`config.mk`:
```
export PLATFORM = sky130hd
export DESIGN_NAME = compare_seq
export DESIGN_NICKNAME = d
export VERILOG_FILES = /design/src/rtl/compare_seq_pkg.sv /design/src/rtl/compare.sv /design/src/rtl/compare_seq.sv
export SDC_FILE = /design/constraint.sdc
export NUM_CORES = 1
export LEC_CHECK = 0
export BUFFER_PORTS_ARGS = -buffer_cell sky130_fd_sc_hd__buf_4
export CORE_ASPECT_RATIO = 1.2
export CORE_UTILIZATION = 40
export DETAILED_ROUTE_END_ITERATION = 8
export GPL_TIMING_DRIVEN = 0
export HOLD_SLACK_MARGIN = 0.12
export PLACE_DENSITY = 0.7
export SLEW_MARGIN = 20
export SYNTH_ARGS = -nofsm -noshare
export SYNTH_HDL_FRONTEND = slang
export SYNTH_HIERARCHICAL = 1
export SYNTH_SLANG_ARGS = --single-unit
```
`constraint.sdc`:
```
create_clock -name clk -period 3.2 [get_ports clk]
set_input_delay 0.8 -clock clk [delete_from_list [all_inputs] [get_ports clk]]
set_output_delay 0.8 -clock clk [all_outputs]
set_load 0.02 [all_outputs]
```
`src/rtl/compare_seq_pkg.sv`:
```
// Shared types and helpers for the sequential multi-word comparator.
package compare_seq_pkg;

  typedef enum logic [1:0] {
    IDLE,
    COMPARE,
    DONE
  } state_t;

  typedef enum logic [1:0] {
    RES_LT,
    RES_EQ,
    RES_GT
  } result_t;

  // Counter width for an index spanning n words; never narrower than 1 bit.
  function automatic int idx_width(input int n);
    return (n <= 1) ? 1 : $clog2(n);
  endfunction

endpackage

```
`src/rtl/compare.sv`:
```
// Narrow unsigned magnitude comparator; combinational.
module compare #(
  parameter int SIZE = 4
) (
  input  logic [SIZE-1:0] a,
  input  logic [SIZE-1:0] b,
  output logic            gt,
  output logic            eq
);

  assign gt = (a > b);
  assign eq = (a == b);

endmodule

```
`src/rtl/compare_seq.sv`:
```
// Wide unsigned comparator that walks its operands one word per cycle, MSW first.
// Build option: COMPARE_SEQ_EARLY_EXIT_EN stops on the first unequal word.
module compare_seq
  import compare_seq_pkg::*;
#(
  parameter int WORD_SIZE = 4,
  parameter int NUM_WORDS = 4,
  localparam int WIDTH = WORD_SIZE * NUM_WORDS
) (
  input  logic             clk,
  input  logic             reset_n,
  input  logic             start,
  input  logic [WIDTH-1:0] a,
  input  logic [WIDTH-1:0] b,
  output logic             busy,
  output logic             done,
  output logic             gt,
  output logic             eq,
  output logic             lt
);

  localparam int IDX_W = idx_width(NUM_WORDS);
  localparam logic [IDX_W-1:0] IDX_INIT = IDX_W'(NUM_WORDS - 1);

  // Handshake: start is taken only in IDLE; done pulses one cycle and the
  // result flags then hold until the next accepted start.
  state_t           state;
  logic [IDX_W-1:0] idx;
  logic [WIDTH-1:0] a_r;
  logic [WIDTH-1:0] b_r;
  logic             decided;

  logic [WORD_SIZE-1:0] word_a;
  logic [WORD_SIZE-1:0] word_b;
  logic                 w_gt;
  logic                 w_eq;
  result_t              word_res;
  logic                 last_step;

  always_comb begin
    word_a = '0;
    word_b = '0;
    for (int i = 0; i < NUM_WORDS; i++) begin
      if (idx == IDX_W'(i)) begin
        word_a = a_r[i*WORD_SIZE +: WORD_SIZE];
        word_b = b_r[i*WORD_SIZE +: WORD_SIZE];
      end
    end
  end

  compare #(
    .SIZE(WORD_SIZE)
  ) u_compare (
    .a (word_a),
    .b (word_b),
    .gt(w_gt),
    .eq(w_eq)
  );

  always_comb begin
    if (w_eq)
      word_res = RES_EQ;
    else if (w_gt)
      word_res = RES_GT;
    else
      word_res = RES_LT;
  end

`ifdef COMPARE_SEQ_EARLY_EXIT_EN
  assign last_step = (word_res != RES_EQ) || (idx == '0);
`else
  assign last_step = (idx == '0);
`endif

  always_ff @(posedge clk) begin
    if (!reset_n) begin
      state   <= IDLE;
      idx     <= '0;
      a_r     <= '0;
      b_r     <= '0;
      decided <= 1'b0;
      busy    <= 1'b0;
      done    <= 1'b0;
      gt      <= 1'b0;
      eq      <= 1'b0;
      lt      <= 1'b0;
    end else begin
      case (state)
        IDLE: begin
          done <= 1'b0;
          if (start) begin
            a_r     <= a;
            b_r     <= b;
            idx     <= IDX_INIT;
            gt      <= 1'b0;
            eq      <= 1'b0;
            lt      <= 1'b0;
            decided <= 1'b0;
            busy    <= 1'b1;
            state   <= COMPARE;
          end
        end
        COMPARE: begin
          // The first unequal word fixes the answer; later words cannot change it.
          if (!decided && (word_res != RES_EQ)) begin
            gt      <= (word_res == RES_GT);
            lt      <= (word_res == RES_LT);
            decided <= 1'b1;
          end
          if (last_step) begin
            if (!decided && (word_res == RES_EQ))
              eq <= 1'b1;
            busy  <= 1'b0;
            done  <= 1'b1;
            state <= DONE;
          end else begin
            idx <= idx - 1'b1;
          end
        end
        DONE: begin
          done  <= 1'b0;
          state <= IDLE;
        end
        default: begin
          busy  <= 1'b0;
          done  <= 1'b0;
          state <= IDLE;
        end
      endcase
    end
  end

endmodule
```
==> flow_summary_export.csv <==
group,metric,value,unit
logic_synthesis,synth_fa_ha_area_share,5.158,%
setup_path,reg2reg_to,"lt",
sta,worst_pin_slew,624.1,ps
die,initial_core_util,41.93,%
power_and_ir_drop,peakVddDrop,0.3293,mV
sta,rsz0062_at_grt,"false",
setup_path,crit_fanout,10,
routing,ant_nets,0,
die,die_x,65.59,um
power_and_ir_drop,powerDensity,531.1,nW/um^2
job,drv_cap,0,
cts,cts_num_sinks,42,
cts,numCtsBuffers,5,
layout,final_common_cell,"nand2_1",
logic_synthesis,synth_area,1941,sq um
logic_synthesis,synth_fp_nets,296,
routing,vias_per_cell,5.047,
sta,fin_setup_tns,0,ps
power_and_ir_drop,p_leak,0.001011,uW
layout,final_cell_mix,"nand2_1 (75), a21oi_1 (52), dfxtp_1 (41), buf_4 (39), inv_1 (15)",
die,chipHeight,78.30,um
sta,fin_crit,2981,ps
placement,dp_slack,127.4,ps
run_status,status,"complete, no violations",
setup_path,crit_type,"reg -> reg",
cts,cts_resized,0,
sta,slew_viol_final,0,
power_and_ir_drop,internal_power,889.4,uW
global_routing,grt_pass1_vias,1648,
sta,hold_viol,0,
layout,nNetsFinal,342,
power_and_ir_drop,power,1275,uW
global_routing,grt-ovfl-total,0,
layout,drive_above_1_share,19.33,%
power_and_ir_drop,p_sw,385.8,uW
routing,drt_iter0_drc,54,
routing,drc,0,
die,dieArea,5135,sq um
die,ios,40,
placement,dp_hpwl,3261,um
logic_synthesis,synth_xor_area_share,0,%
routing,vias,1807,
global_routing,grt_pass1_wl,7217,um
logic_synthesis,synth_top_family_by_area,"compound AO/OA/AOI/OAI gates",
layout,diodes,0,
logic_synthesis,netlist_instances,253,
sta,skew,8.245,ps
sta,slew-limit-headroom,58.21,%
setup_path,cpPeakStageDelay,430,ps
setup_path,path_cells,"inv_1, ha_1, clkbuf_1, clkbuf_2, a21oi_1, o21ai_0, a22o_1, ha_1, and4_1, or3b_1, a211o_1, a21oi_1",
placement,portBuffers,39,
sta,setup_violations,0,
die,core-area,4628,sq um
power_and_ir_drop,p_comb_share,26.0,%
logic_synthesis,synthMuxAreaShare,0.5803,%
sta,max_freq,335.5,MHz
cts,htreeDepth,2,
cts,hold_buffers,0,
sta,finalWorstSetupSlack,219.4,ps
logic_synthesis,ys_seq_elements,42,
layout,area_growth,23.73,%
placement,routabilityCongestion,0.8940,
worst_hold_path,whs_path_depth,2,
setup_path,reg2reg_from,"idx[0]",
power_and_ir_drop,p_sw_share,30.25,%
setup_path,rrSetupSlack,220,ps
logic_synthesis,synth_compound_area_share,23.60,%
setup_path,critPathSlowestCell,"or3b_1",
worst_hold_path,worstHoldStart,"a_r[11]",
cts,cts_max_path_buffers,2,
worst_hold_path,hold_path_end,"a_r[11]",
logic_synthesis,ys_seq_area_share,43.33,%
routing,drt-total-wl,4296,um
global_routing,grt_max_degree,13,
power_and_ir_drop,seqPwrFrac,46.5,%
logic_synthesis,synth.avg_cell_area,7.670,sq um
cts,cts_tree,"yes",
cts,clk_latency,300,ps
setup_path,crit_arrival,3210,ps
global_routing,antenna_found_initial,0,
setup_path,startpoint_type,"flop",
setup_path,required,3430,ps
logic_synthesis,yosysWarnings,6,
routing,first_pass_iters,4,
routing,avgRoutedWirePerCell,12.00,um
die,rows,27,
setup_path,end_kind,"flop",
power_and_ir_drop,clock_power_share,27.5,%
worst_hold_path,min_path_type,"reg -> reg",
cts,clk_pin_slew,80,ps
setup_path,r2r_cells,12,
cts,postCtsSetupBuffers,0,
cts,clock-root-buffer,"clkbuf_8",
layout,final_util,51.88,%
logic_synthesis,synth-simple-area-share,20.57,%
logic_synthesis,synth_cell_types,31,
sta,fin_crit_sh,93.14,%
global_routing,track_usage,18.57,%
[worst max-delay path, delay by kind of cell (launching register included)]
kind                       cells  cell delay (ps)
buffers and inverters          3              460
adders and majority gates      2              500
AOI/OAI and AO/OA              5              870
DFF                            1              380
and+or+nand+nor                2              680
[registers in the layout (all words and copies together), names as in the netlist]
register / flops
state: 2
b_r: 16
decided: 1
lt: 1
a_r: 16
idx: 2
done: 1
eq: 1
gt: 1
busy: 1
[synthesized netlist by cell type]
| master | number | area, sq um |
|---|---|---|
| nor3b_2 | 1 | 12.51 |
| dfxtp_1 | 42 | 840.8 |
| nand2b_1 | 3 | 18.77 |
| a22o_1 | 8 | 70.07 |
| a21oi_2 | 1 | 8.760 |
| nor2b_2 | 1 | 8.760 |
| o21ai_0 | 8 | 40.04 |
| ha_1 | 8 | 100.1 |
| or3b_1 | 2 | 17.52 |
| a211o_1 | 2 | 17.52 |
| o211ai_1 | 1 | 7.510 |
| o211a_1 | 1 | 10.01 |
| nand4b_1 | 1 | 8.760 |
| nor2_1 | 3 | 11.26 |
| a21o_1 | 1 | 7.510 |
| and3_1 | 1 | 6.260 |
| buf_2 | 3 | 15.01 |
| buf_6 | 1 | 11.26 |
| o211ai_2 | 1 | 12.51 |
| buf_1 | 1 | 3.750 |
| mux2_2 | 1 | 11.26 |
| and4_1 | 1 | 8.760 |
| a21oi_1 | 52 | 260.3 |
| o2111ai_1 | 1 | 8.760 |
| nor3b_1 | 1 | 7.510 |
| a211oi_1 | 2 | 15.01 |
| and2b_1 | 1 | 7.510 |
| clkbuf_1 | 12 | 45.04 |
| nor3_1 | 2 | 10.01 |
| inv_1 | 15 | 56.30 |
| nand2_1 | 75 | 281.5 |
[through the flow]
stage	instances	hold WS, ps	area, sq um
2_1_floorplan	253	436.3	1941
3_3_place_gp	350	443.1	2306
3_5_place_dp	350	446.5	2306
4_1_cts	358	457.3	2397
5_1_grt	358	474.6	2401
6_report	358	453.6	2401
[metal layers]
layer	vias to the layer above	global-route usage (%)	wire length, um
li1	937	-	-
met1	825	21.60	1877
met2	37	32.27	2177
met3	8	3.052	152
met4	0	9.130	88
met5	-	0	0
[cell families after synthesis]
| kind of cell | count (synthesis) |
|---|---|
| AND/OR/NAND/NOR | 92 |
| AO/OA/AOI/OAI | 78 |
| flip-flops | 42 |
| buffers and inverters | 32 |
| adder cells (fa/ha/maj) | 8 |
| multiplexers | 1 |
[area by class of cell]
cell class,instances,area [sq um]
buffer,17,77.57
multi-input combinational,179,968.4
timing repair buffer,39,292.8
inverter,15,56.30
clock inverter,1,5.005
tap,58,72.57
clock buffer,7,86.33
sequential,42,842.1
fill,460,2227
[how the worst max path moves through the flow]
stage | cells after the start | endpoint | from
detailed placement | 12 | lt | idx[0]
floorplan | 12 | lt | idx[0]
global placement | 12 | lt | idx[0]
global route | 12 | lt | idx[1]
finish | 12 | lt | idx[0]
CTS | 12 | lt | idx[0]
[power by group through the flow]
stage	clock (uW)	sequential, uW	combinational, uW
finish	350	593	332
global route	384	599	371
CTS	355	593	333
detailed placement	0	605	330
global placement	0	605	321
floorplan	0	606	224
No activity file was read; power rests on OpenSTA's default activity.
